`src/rtl/vga_theme_palette_pkg.sv`:
```
// vga_theme_pkg: shared theme/class codes, widths, fixed palettes and lookup helper
package vga_theme_pkg;
  localparam int CLS_W = 2;
  localparam int COLOR_W = 12;
  typedef enum logic [1:0] {
    THEME_DARK   = 2'b00,
    THEME_BRIGHT = 2'b01,
    THEME_CUSTOM = 2'b10,
    THEME_RSVD   = 2'b11
  } theme_e;
  typedef enum logic [CLS_W-1:0] {
    CLS_BG        = 2'd0,
    CLS_FG        = 2'd1,
    CLS_ACCENT    = 2'd2,
    CLS_HIGHLIGHT = 2'd3
  } cls_e;
  typedef logic [3:0][COLOR_W-1:0] palette_t;
  // Element 0 is the background class, element 3 the highlight class.
  localparam palette_t DARK_PAL   = {12'hFF0, 12'h0AF, 12'hFFF, 12'h000};
  localparam palette_t BRIGHT_PAL = {12'hF80, 12'h05A, 12'h000, 12'hFFF};
  // Colour for a class under an applied theme; the reserved code never reaches here.
  function automatic logic [COLOR_W-1:0] pal_lookup(logic [1:0] th, logic [CLS_W-1:0] c, palette_t live);
    return th == THEME_BRIGHT ? BRIGHT_PAL[c] : th == THEME_CUSTOM ? live[c] : DARK_PAL[c];
  endfunction
endpackage

```
`src/rtl/vga_theme_palette_if.sv`:
```
// vga_theme_palette_if: custom-palette configuration bus
interface vga_theme_palette_if;
  import vga_theme_pkg::*;
  logic               cfg_we;
  logic [CLS_W-1:0]   cfg_addr;
  logic [COLOR_W-1:0] cfg_data;
  logic               cfg_ack;
  modport master (output cfg_we, cfg_addr, cfg_data, input cfg_ack);
  modport slave (input cfg_we, cfg_addr, cfg_data, output cfg_ack);
endinterface

```
`src/rtl/vga_palette_regs.sv`:
```
// vga_palette_regs: double-buffered custom palette, shadow written any time, live swapped on commit
module vga_palette_regs
  import vga_theme_pkg::*;
(
  input  logic               clk,
  input  logic               rst_n,
  input  logic               we_i,
  input  logic [CLS_W-1:0]   addr_i,
  input  logic [COLOR_W-1:0] data_i,
  input  logic               commit_i,
  output palette_t           live_o
);
  palette_t shadow_q, live_q;
  // Commit copies the pre-write shadow, so a coincident write lands one frame later.
  always_ff @(posedge clk or negedge rst_n) begin
    if (!rst_n) begin
      shadow_q <= DARK_PAL;
      live_q   <= DARK_PAL;
    end else begin
      if (we_i) shadow_q[addr_i] <= data_i;
      if (commit_i) live_q <= shadow_q;
    end
  end
  assign live_o = live_q;
endmodule

```
`src/rtl/vga_theme_palette.sv`:
```
// vga_theme_palette: frame-synchronous theme latch and 2-cycle class-to-RGB pipeline
module vga_theme_palette
  import vga_theme_pkg::*;
(
  input  logic                clk,
  input  logic                rst_n,
  input  logic [1:0]          theme,
  input  logic                vsync_start,
  input  logic                valid_in,
  input  logic [CLS_W-1:0]    cls_in,
  output logic                valid_out,
  output logic [COLOR_W-1:0]  rgb_out,
  output logic [1:0]          active_theme,
  output logic                theme_changed,
  vga_theme_palette_if.slave  cfg
);
  logic [1:0]         active_q, active_d;
  logic               changed_q, v1_q, vout_q, ack_q;
  logic [CLS_W-1:0]   cls1_q;
  logic [COLOR_W-1:0] rgb_q;
  palette_t           live;
  vga_palette_regs u_regs (
    .clk      (clk),
    .rst_n    (rst_n),
    .we_i     (cfg.cfg_we),
    .addr_i   (cfg.cfg_addr),
    .data_i   (cfg.cfg_data),
    .commit_i (vsync_start),
    .live_o   (live)
  );
  assign active_d = vsync_start ? (theme == THEME_RSVD ? THEME_DARK : theme) : active_q;
  // Theme latch at frame start, with a pulse only when the applied theme actually moves.
  always_ff @(posedge clk or negedge rst_n) begin
    if (!rst_n) begin
      active_q  <= THEME_DARK;
      changed_q <= 1'b0;
    end else begin
      active_q  <= active_d;
      changed_q <= active_d != active_q;
    end
  end
  // Stage 1 captures the pixel, stage 2 registers its colour (zero when no pixel).
  always_ff @(posedge clk or negedge rst_n) begin
    if (!rst_n) begin
      v1_q   <= 1'b0;
      cls1_q <= '0;
      vout_q <= 1'b0;
      rgb_q  <= '0;
    end else begin
      v1_q   <= valid_in;
      cls1_q <= cls_in;
      vout_q <= v1_q;
      rgb_q  <= v1_q ? pal_lookup(active_q, cls1_q, live) : '0;
    end
  end
  // Every configuration write is accepted and acknowledged one cycle later.
  always_ff @(posedge clk or negedge rst_n) begin
    if (!rst_n) ack_q <= 1'b0;
    else ack_q <= cfg.cfg_we;
  end
  assign valid_out     = vout_q;
  assign rgb_out       = rgb_q;
  assign active_theme  = active_q;
  assign theme_changed = changed_q;
  assign cfg.cfg_ack   = ack_q;
endmodule

```
`src/flat_wrapper.sv`:
```
// flat-port wrapper written by rule: the top's interface ports become plain ports
module vga_theme_palette_flat import vga_theme_pkg::*;
  (clk, rst_n, theme, vsync_start, valid_in, cls_in, valid_out, rgb_out, active_theme, theme_changed, cfg_cfg_we, cfg_cfg_addr, cfg_cfg_data, cfg_cfg_ack);
  vga_theme_palette_if cfg_i ();
  input  logic clk;
  input  logic rst_n;
  input  logic [1:0] theme;
  input  logic vsync_start;
  input  logic valid_in;
  input  logic [CLS_W-1:0] cls_in;
  output logic valid_out;
  output logic [COLOR_W-1:0] rgb_out;
  output logic [1:0] active_theme;
  output logic theme_changed;
  input wire logic [$bits(cfg_i.cfg_we)-1:0] cfg_cfg_we;
  input wire logic [$bits(cfg_i.cfg_addr)-1:0] cfg_cfg_addr;
  input wire logic [$bits(cfg_i.cfg_data)-1:0] cfg_cfg_data;
  output wire logic [$bits(cfg_i.cfg_ack)-1:0] cfg_cfg_ack;
  assign cfg_i.cfg_we = cfg_cfg_we;
  assign cfg_i.cfg_addr = cfg_cfg_addr;
  assign cfg_i.cfg_data = cfg_cfg_data;
  assign cfg_cfg_ack = cfg_i.cfg_ack;
  vga_theme_palette u_core (.clk(clk), .rst_n(rst_n), .theme(theme), .vsync_start(vsync_start), .valid_in(valid_in), .cls_in(cls_in), .valid_out(valid_out), .rgb_out(rgb_out), .active_theme(active_theme), .theme_changed(theme_changed), .cfg(cfg_i));
endmodule
```
`config.mk`:
```
export PLATFORM = sky130hd
export DESIGN_NAME = vga_theme_palette_flat
export DESIGN_NICKNAME = d
export VERILOG_FILES = /design/src/rtl/vga_theme_palette_pkg.sv /design/src/rtl/vga_theme_palette_if.sv /design/src/rtl/vga_palette_regs.sv /design/src/rtl/vga_theme_palette.sv /design/src/flat_wrapper.sv
export SDC_FILE = /design/constraint.sdc
export NUM_CORES = 1
export LEC_CHECK = 0
export ABC_AREA = 1
export BUFFER_PORTS_ARGS = -buffer_cell sky130_fd_sc_hd__clkbuf_2
export CAP_MARGIN = 40
export CORE_MARGIN = 2
export CORE_UTILIZATION = 60
export DETAILED_ROUTE_END_ITERATION = 6
export GPL_ROUTABILITY_DRIVEN = 1
export GPL_TIMING_DRIVEN = 0
export PLACE_DENSITY_LB_ADDON = 0.1
export SLEW_MARGIN = 20
export SYNTH_ARGS = -nofsm -noshare
export SYNTH_HDL_FRONTEND = slang
export SYNTH_HIERARCHICAL = 1
export SYNTH_SLANG_ARGS = --single-unit
```
`constraint.sdc`:
```
create_clock -name clk -period 2.1 [get_ports clk]
set_clock_uncertainty 0.2 [all_clocks]
set_input_delay 0.315 -clock clk [delete_from_list [all_inputs] [get_ports clk]]
set_output_delay 0.315 -clock clk [all_outputs]
set_load 0.05 [all_outputs]
```
==> impl_results.md, run 1 <==
- Status: finished, final reports clean
- Most common cell after layout, fill and taps aside: nand2_1
- Post-route minimum period: 1.90 ns
- Sequential power share: 42.1%
- Worst Hold Depth: 2
- Grt ovf: 0
- Overall die width: ~100 µm
- Mapped Nets: 681
- Post-DP Area: 5850 µm²
- M3 GR Usage: 5.83%
- Row count: 34
- CP Capture Type: flip-flop
- Final Setup Violations: 0
- Nets: 763
- Util after Layout: 76.2%
- Most frequent cells in the layout: 245 x nand2_1, 98 x inv_1, 64 x dfrtp_1, 52 x dfstp_2, 38 x nand3_1
- Rel. slew slack: about two thirds
- Ports: 40
- Number of global-route vias before repair: 4631
- Met1 usage: 36.1%
- Vias after detailed routing: 4526
- Max FO, Critical Path: 2
- Antenna violations before repair: 0
- H-Tree Level Count: 4
- First-pass GRT wire length: between 20000 and 25000 µm
- Combinational power share: 15.0%
- M2 GR Usage: between 40% and 50%
- Slew Viols, Final: 0
- Register area share after synthesis: 54.0%
- Design area: 6710 µm²
- Required time of the worst setup path: between 2 and 2.5 ns
- Flops & latches, synth: 116
- Pre-Repair DR Iteration Count: 5
- Synthesized cell area: 5490 µm²
- Reg-to-reg endpoint: u_core/rgb_out[8]
- PortBufs: 37
- Cells after Synth: between 600 and 700
- Fraction of layout cells with a size suffix above 1: 23.2%
- Worst slew pin tran: 0.497 ns
- Share of power burned in the clock network: 42.9%
- Hold_sp: vsync_start
- CTS Root Cell: clkbuf_8
- Internal power: 5.03 mW
- Antenna cells: 0
- Initial DRC count: around 260
- P_leak: 3.42 nW
- Worst r2r path cells: 5
- Initial core utilization: just over 60%
- Die Y: 99.7 µm
- Pwr Density: roughly 1000 nW/µm²
- Routed wire per std cell: 15.0 µm
- Clock sinks: 116
- Period utilisation layout: around nine tenths
- Final wirelength: approximately 13000 µm
- Worst Path Arrival: just over 2 ns
- CTS tree: built
- CTS Hold Bufs: 25
- Max-Cap Viols: 0
- Yosys cell types: 29
- Clock slew at reported path FFs: about 0.050 ns
- Via-per-instance ratio: 5.27
- Net Switching: 1.84 mW
- Post_cts resized: 0
- Hold endpoint: u_core/active_theme[0]
- DP Wirelength: 9060 µm
- Synthesis-to-finish area growth: 22.1%
- Setup Fix Bufs, Post-CTS: 0
- YS warnings: 6
- GRT busiest layer: met2
- Gr usage total: 28.3%
- Type of the worst setup path: primary input to flip-flop
- Fmax: 0.528 GHz
- Clk_lat worst skew: roughly 0.5 ns
- CORE AREA: 8810 µm²
- Switch share: between 20% and 30%
- Startpoint Class: primary input
- Synthesized area per cell: ~8.4 µm²
- TritonCTS Buffers: 17
- Hold Crit Class: primary input to flip-flop
- DR DRC count: 0
- Flop2flop setup slack: 0.33 ns
- RePlAce Congestion: 0.892
- Die area: a little under 10000 µm²
- Clk buf depth: 2
- RSZ-0062 raised after global routing: false
- Final hold violations: 0
- Largest net degree at the start of global routing: 88
- Post-route ant nets: 0
- Critical R2R Launch: u_core/cls1_q[1]
- VDD IR max: 0.618 mV
through the flow:
stage	TNS (ns)	power, mW	hold slack, ns	cells	setup slack [ns]
global placement	-82.27	3.85	0.164	801	-1.02
finish	0	6.88	0.0299	859	0.204
CTS	0	6.91	0.0166	859	0.201
global route	0	7.20	0.0288	859	0.147
detailed placement	0	3.89	0.0199	802	0.351
floorplan	0	3.55	-0.181	656	0.472
power groups by stage:
stage	registers (mW)	clock network, mW	logic, mW
global route	2.93	3.09	1.18
finish	2.89	2.95	1.03
global placement	2.91	0	0.945
detailed placement	2.92	0	0.978
CTS	2.89	2.99	1.03
floorplan	2.96	0	0.595
cells in the mapped netlist, drive strengths merged:
library cell / instances / area, µm²
dfrtp: 64 / 1600
clkbuf: 6 / 27.5
xor2: 1 / 8.76
dfstp: 52 / 1370
inv: 106 / 403
buf: 33 / 288
o211ai: 1 / 7.51
a21oi: 12 / 78.8
or2: 2 / 15.0
ha: 2 / 25.0
nand2: 246 / 931
nand4: 36 / 225
o21ai: 50 / 250
nor2: 4 / 46.3
nand3: 41 / 220
sequential cells by signal (all words and copies together), names as in the netlist:
name and count:
u_core/u_regs/live_o 48, u_core/u_regs/shadow_q 48, u_core/rgb_out 12, u_core/active_theme 2, u_core/cls1_q 2, u_core/cfg.cfg_ack 1, u_core/theme_changed 1, u_core/v1_q 1
u_core/valid_out 1
final cells by class:
class | count | area (µm²)
Inverter | 106 | 403
Tap cell | 108 | 135
Buffer | 39 | 315
Sequential cell | 116 | 2970
Multi-Input combinational cell | 395 | 1810
Clock buffer | 23 | 457
Timing Repair Buffer | 63 | 472
Clock inverter | 9 | 151
Fill cell | 655 | 2100
worst max-delay path: stages:
cell and delay (ns):
dlygate4sd3_1 0.53, clkbuf_2 0.10, inv_1 0.06, nand3_1 0.06
dlygate4sd3_1 0.56, o21ai_1 0.12, xor2_1 0.21, o211ai_1 0.11
cell families after synthesis:
group,after synthesis,synth area share (%)
and+or+nand+nor,329,26.2
buffers and inverters,145,13.1
DFF,116,54.0
AOI/OAI and AO/OA,63,6.13
adders and majority gates,2,0.455
xor gates and xnor gates,1,0.159
worst max path at each step:
stage	startpoint	end	slack (ns)	cells past startpoint
floorplan	u_core/active_theme[0]	u_core/rgb_out[10]	0.47	5
finish	theme[0]	u_core/theme_changed	0.20	8
global placement	rst_n	u_core/u_regs/shadow_q[3]	-1.02	1
detailed placement	u_core/cls1_q[1]	u_core/rgb_out[8]	0.35	5
global route	theme[0]	u_core/theme_changed	0.15	8
CTS	theme[0]	u_core/theme_changed	0.20	8
routing by layer:
layer / wire length [µm] / vias up
li1: - / 2203
met1: 5640 / 2109
met2: 6010 / 168
met3: 609 / 46
met4: 632 / 0
met5: 0 / -
No activity file was read; power rests on OpenSTA's default activity.
==> run 2, diff against run 1 <==
==> constraint.sdc (replaced) <==
create_clock -name clk -period 1.95 [get_ports clk]
set_clock_uncertainty 0.2 [all_clocks]
set_input_delay 0.2925 -clock clk [delete_from_list [all_inputs] [get_ports clk]]
set_output_delay 0.2925 -clock clk [all_outputs]
set_load 0.05 [all_outputs]
==> run 2 against run 1 <==
The flow now finishes with violations (DRC). Critical path depth unchanged. Via count is 0.86% higher. Critical endpoint unchanged. Largest cell class unchanged. Largest power group unchanged. Critical path type unchanged. Register-to-register slack worse by 0.16 ns.
==> impl_results.md, run 2 (synthesis results as in run 1) <==
- CTS Root Cell: clkbuf_8
- Pre-Repair DR Iteration Count: 7 (+2)
- Clk_lat worst skew: 0.50 ns (about the same)
- Initial DRC count: 251 (-4.6%)
- Post-route ant nets: 0 (unchanged)
- DR DRC count: 1 (+1)
- Slew Viols, Final: 0 (unchanged)
- Die Y: 99.7 µm (unchanged)
- Antenna cells: 0 (unchanged)
- Type of the worst setup path: primary input to flip-flop
- Max FO, Critical Path: 2 (unchanged)
- Clock slew at reported path FFs: 0.05 ns (about the same)
- Overall die width: 99.7 µm (unchanged)
- Most frequent cells in the layout: 245 x nand2_1, 98 x inv_1, 64 x dfrtp_1, 52 x dfstp_2, 38 x nand3_1
- Clk buf depth: 2 (unchanged)
- Final hold violations: 0 (unchanged)
- Fraction of layout cells with a size suffix above 1: 23.1% (-0.031 points)
- Fmax: about 0.53 GHz
- Most common cell after layout, fill and taps aside: nand2_1
- Setup WS pre-CTS: 0.201 ns (-0.150 ns)
- Startpoint Class: primary input
- CP Capture Type: flip-flop
- Number of global-route vias before repair: 4636 (+0.11%)
- Status: complete, but fails checks
- Vias after detailed routing: 4565 (+0.86%)
- Required time of the worst setup path: 2.12 ns (-0.15 ns)
- Worst path most repeated cell: dlygate4sd3_1
- Rel. slew slack: 66.8% (about the same)
- Hold_ws: 0.0206 ns (-0.00934 ns)
- Largest net degree at the start of global routing: 88 (unchanged)
- TritonCTS Buffers: 17 (unchanged)
- Final wirelength: 12800 µm (-0.36%)
- Worst Path Arrival: 2.05 ns (about the same)
- CTS tree: built
- Layout fillers: 652 (-0.46%)
- First-pass GRT wire length: 21800 µm (+0.13%)
- PortBufs: 37 (unchanged)
- Worst Path Buf+Inv: 4 (unchanged)
- Max incr delay on CP: 0.57 ns (about the same)
- H-Tree Level Count: 4 (unchanged)
- Ports: 40 (unchanged)
- CORE AREA: 8810 µm² (unchanged)
- Crit-path leading delay family: buffers and inverters
- CP max-delay cell: dlygate4sd3_1
- Tot Pwr: 7.40 mW (+7.6%)
- Nets: 764 (+0.13%)
- Post-route minimum period: 1.88 ns
- Setup Fix Bufs, Post-CTS: 0 (unchanged)
- RSZ-0062 raised after global routing: false
- Grt ovf: 0 (unchanged)
- Hold Crit Class: primary input to flip-flop
- RePlAce Congestion: 0.892 (unchanged)
- Synthesis-to-finish area growth: 22.3%
- Final Setup Violations: 0 (unchanged)
- Row count: 34 (unchanged)
- Antenna violations before repair: 0 (unchanged)
- P_leak: 3.43 nW (+0.12%)
- Period utilisation layout: between 90% and 100%
- DP Wirelength: 9060 µm (unchanged)
- Initial core utilization: 62.4% (unchanged)
- Max-Cap Viols: 0 (unchanged)
- Clock sinks: 116 (unchanged)
- Failing checks: DRC
- Worst slew pin tran: 0.498 ns (+0.000972 ns)
- Via-per-instance ratio: 5.31 (+0.74%)
- Routed wire per std cell: 14.9 µm (-0.47%)
- VDD IR max: 0.666 mV (+7.7%)
- Setup ws final: 0.0714 ns (-0.133 ns)
- Die area: 9940 µm² (unchanged)
- Pwr Density: 1100 nW/µm² (+7.4%)
- Cell-by-cell trace of the critical path: dlygate4sd3_1, clkbuf_2, inv_1, nand3_1, dlygate4sd3_1, o21ai_1, xor2_1, o211ai_1
- Gr usage total: 28.4% (+0.030 points)
==> run 2: changes by cell type in the layout (fill, tap and decap cells not counted) <==
cell / before / now
dlygate4sd3_1: 25 / 26
==> run 2: routing by layer <==
metal / track usage (%) / part of all wire, %
met1: 36.1 / 43
met4: 16.1 / 4.9
met3: 5.83 / 4.9
met2: 45.4 / 47
met5: 0 / 0
==> run 2: power by group <==
| group | leakage, nW | switching (mW) | internal [mW] |
|---|---|---|---|
| clock | 0.296 | 1.03 | 2.14 |
| sequential | 1.35 | 0.220 | 2.89 |
| combinational | 1.78 | 0.726 | 0.388 |
| total | 3.43 | 1.98 | 5.42 |
==> run 2: final timing paths <==
| kind | depth (start not counted) | to | slack, ns | from |
|---|---|---|---|---|
| worst max-delay path | 8 | u_core/theme_changed | 0.07 | theme[0] |
| worst min-delay path | 2 | u_core/active_theme[1] | 0.02 | vsync_start |
| worst max register to register | 5 | u_core/rgb_out[8] | 0.17 | u_core/cls1_q[1] |
| worst min register to register | 0 | u_core/valid_out | 0.19 | u_core/v1_q |
| max in group asynchronous | 3 | u_core/u_regs/shadow_q[46] | 0.82 | rst_n |
| min in group asynchronous | 2 | u_core/active_theme[0] | 0.04 | rst_n |
==> run 2: timing repair <==
item / 4_1_cts / 5_1_grt
resized for setup: 0 / 0
hold buffers: 26 / 0
endpoints found under the hold margin: 120 / 0
==> run 2: metrics by stage <==
stage	cells	area, µm²	util [%]	TNS [ns]
floorplan	656	5490	-	0
global placement	801	5810	66.0	-97.06
detailed placement	802	5850	66.4	0
CTS	860	6720	76.3	0
global route	860	6720	76.3	0
finish	860	6720	76.3	0
==> run 2: cell type report <==
| type | count | area (µm²) | area share (%) |
|---|---|---|---|
| Tap cell | 108 | 135 | 2.01 |
| Clock inverter | 9 | 151 | 2.25 |
| Timing Repair Buffer | 64 | 482 | 7.17 |
| Inverter | 106 | 403 | 6.00 |
| Sequential cell | 116 | 2970 | 44.2 |
| Clock buffer | 23 | 457 | 6.80 |
| Buffer | 39 | 315 | 4.69 |
| Multi-Input combinational cell | 395 | 1810 | 26.9 |
==> run 2: worst reg2reg max path, cell delays in order (launching register included) <==
cell,delay [ns]
dfrtp_1,0.43
inv_2,0.10
buf_2,0.23
ha_1,0.29
or2_4,0.31
a21oi_2,0.15
==> run 3, diff against run 2 <==
--- a/config.mk
+++ b/config.mk
@@ -10,6 +10,7 @@
 export CAP_MARGIN = 40
 export CORE_MARGIN = 2
 export CORE_UTILIZATION = 60
+export CTS_BUF_LIST = sky130_fd_sc_hd__clkbuf_16
 export DETAILED_ROUTE_END_ITERATION = 6
 export GPL_ROUTABILITY_DRIVEN = 1
 export GPL_TIMING_DRIVEN = 0
==> run 3 against run 2 <==
The run now ends clean. Total power decreased by 0.45%. Hold slack worse by 0.0084 ns. Wire length is 0.51% higher. Setup slack improved by 0.028 ns. Combinational power is essentially flat. Utilization down 0.78 points. First-iteration DRC count up 16%. Count of clock-buffer cells in the layout is 6 lower. Critical path depth down 1. Cell count decreased by 0.70%. Clock power about the same. Critical endpoint is now u_core/u_regs/shadow_q[24]. Largest power group unchanged.
==> impl_results.md, run 3 (synthesis results as in run 1) <==
- Via-per-instance ratio: 5.33 (+0.35%)
- CTS tree: built
- Ports: 40 (unchanged)
- Net Switching: 1.99 mW (+0.58%)
- Clk_lat worst skew: 0.40 ns (-0.10 ns)
- VDD IR max: 0.562 mV (-16%)
- Clock slew at reported path FFs: 0.05 ns (about the same)
- Status: finished, final reports clean
- Startpoint Class: primary input
- CP Capture Type: flip-flop
- Combinational power share: 15.0% (about the same)
- Worst slew pin tran: 0.498 ns (+0.000278 ns)
- Max-Cap Viols: 0 (unchanged)
- Max incr delay on CP: 0.59 ns (+0.02 ns)
- Overall die width: 99.7 µm (unchanged)
- Final hold violations: 0 (unchanged)
- Non-Filler Instances: 854 (-0.70%)
- Pwr Density: 1110 nW/µm² (+0.58%)
- Cell-by-cell trace of the critical path: dlygate4sd3_1, clkbuf_2, buf_6, buf_8, nand4_1, dlygate4sd3_1, nand2_1
- CTS Hold Bufs: 20 (-23%)
- Period utilisation layout: 94.9% (-1.4 points)
- CORE AREA: 8810 µm² (unchanged)
- Final wirelength: 12900 µm (+0.51%)
- P_leak: 3.42 nW (-0.32%)
- Antenna violations before repair: 0 (unchanged)
- H-Tree Level Count: 4 (unchanged)
- Initial core utilization: 62.4% (unchanged)
- Gr usage total: 28.2% (-0.15 points)
- First-pass GRT wire length: 21600 µm (-0.63%)
- Hold_ws: 0.0122 ns (-0.00842 ns)
- Pre-Repair DR Iteration Count: 6 (-1)
- Hold Crit Class: primary input to flip-flop
- Most frequent cells in the layout: 245 x nand2_1, 102 x inv_1, 64 x dfrtp_1, 52 x dfstp_2, 38 x nand3_1
- Initial DRC count: 290 (+16%)
- Final Setup Violations: 0 (unchanged)
- Synthesis-to-finish area growth: 21.0%
- Max FO, Critical Path: 10 (+8)
- Antenna cells: 0 (unchanged)
- Fmax: 0.540 GHz (+1.5%)
- Grt ovf: 0 (unchanged)
- Worst Path Arrival: 1.99 ns (-0.06 ns)
- RePlAce Congestion: 0.892 (unchanged)
- Worst Path Buf+Inv: 5 (+1)
- Rel. slew slack: 66.8% (about the same)
- Share of power burned in the clock network: 42.7% (-0.2 points)
- RSZ-0062 raised after global routing: false
- Nets: 758 (-0.79%)
- Post-route minimum period: 1.85 ns (-0.0280 ns)
- Vias after detailed routing: 4549 (-0.35%)
- TritonCTS Buffers: 17 (unchanged)
- Routed wl met2: 6200 µm (+2.5%)
- Dpl cells: 802 (unchanged)
- Most common cell after layout, fill and taps aside: nand2_1
- Worst path most repeated cell: dlygate4sd3_1
- Die Y: 99.7 µm (unchanged)
- Switch share: 27.0% (+0.28 points)
- DP Wirelength: 9060 µm (unchanged)
- Row count: 34 (unchanged)
- Clock sinks: 116 (unchanged)
- Post-route ant nets: 0 (unchanged)
- DR DRC count: 0 (-1)
- Setup Fix Bufs, Post-CTS: 0 (unchanged)
- Slew Viols, Final: 0 (unchanged)
- Internal power: 5.38 mW (-0.83%)
- DR top layer: met4
- Tot Pwr: 7.37 mW (-0.45%)
- Largest net degree at the start of global routing: 88 (unchanged)
- Layout fillers: 654 (+0.31%)
- Routed wire per std cell: 15.1 µm (+1.2%)
- CP max-delay cell: dlygate4sd3_1
- CTS Root Cell: clkbuf_16
- Setup TNS: 0 ns (unchanged)
- Met3 wire length: 544 µm (-14%)
- Type of the worst setup path: primary input to flip-flop
- Crit-path leading delay family: buffers and inverters
- Number of global-route vias before repair: 4592 (-0.95%)
- Fraction of layout cells with a size suffix above 1: 23.1% (-0.082 points)
- Met1 wire length: 5650 µm (+2.0%)
- Die area: 9940 µm² (unchanged)
- Required time of the worst setup path: 2.09 ns (-0.03 ns)
- PortBufs: 37 (unchanged)
- Post_cts resized: 0 (unchanged)
- Post-DP Area: 5850 µm² (unchanged)
- Clk buf depth: 2 (unchanged)
- Design area: 6650 µm² (-1.0%)
- Sequential power share: 42.3% (+0.2 points)
-- run 3: cell types whose count changed in the layout (fill, tap and decap cells not counted) --
| cell | delta |
|---|---|
| clkinv_1 | +2 |
| clkbuf_1 | -4 |
| clkbuf_16 | +1 |
| clkbuf_8 | -3 |
| inv_1 | +4 |
| dlygate4sd3_1 | -6 |
-- run 3: worst paths after layout --
path                                   from                          to  slack [ns]  depth (start not counted)
hold / removal                     theme[1]      u_core/active_theme[1]        0.01                          3
hold reg to reg                 u_core/v1_q            u_core/valid_out        0.18                          0
setup reg to reg           u_core/cls1_q[1]           u_core/rgb_out[8]        0.18                          5
setup / recovery                 cfg_cfg_we  u_core/u_regs/shadow_q[24]         0.1                          7
min in group asynchronous             rst_n      u_core/active_theme[0]        0.15                          2
max in group asynchronous             rst_n  u_core/u_regs/shadow_q[13]        0.68                          3
-- run 3: metrics by stage --
stage          worst slack (ns)  utilization, %
3_3_place_gp              -1.15            66.0
6_report                 0.0994            75.5
5_1_grt                  0.0747            75.5
4_1_cts                   0.170            75.5
2_1_floorplan             0.322               -
3_5_place_dp              0.201            66.4
-- run 3: power by group through the flow --
| stage | registers, mW | logic, mW | clock network (mW) |
|---|---|---|---|
| finish | 3.12 | 1.11 | 3.14 |
| CTS | 3.11 | 1.10 | 3.18 |
| global placement | 3.13 | 1.02 | 0 |
| detailed placement | 3.14 | 1.05 | 0 |
| floorplan | 3.18 | 0.641 | 0 |
| global route | 3.16 | 1.26 | 3.29 |
-- run 3: area by class of cell --
class	instances	area (µm²)	share of cell area (%)
Buffer	39	315	4.74
Clock buffer	17	425	6.40
Clock inverter	15	174	2.62
Inverter	106	403	6.06
Multi-Input combinational cell	395	1810	27.2
Sequential cell	116	2970	44.6
Tap cell	108	135	2.03
Timing Repair Buffer	58	422	6.34
-- run 3: tightest hold or removal path: cells and delay by family --
| kind | cells | cell delay (ns) |
|---|---|---|
| buf+inv | 1 | 0.09 |
| simple gates | 1 | 0.07 |
| compound gates | 1 | 0.09 |
-- run 3: metal layers --
layer | track usage [%] | vias up
met5 | 0 | -
met4 | 14.5 | 0
met3 | 5.69 | 38
met2 | 45.9 | 159
met1 | 36.0 | 2156
li1 | - | 2196
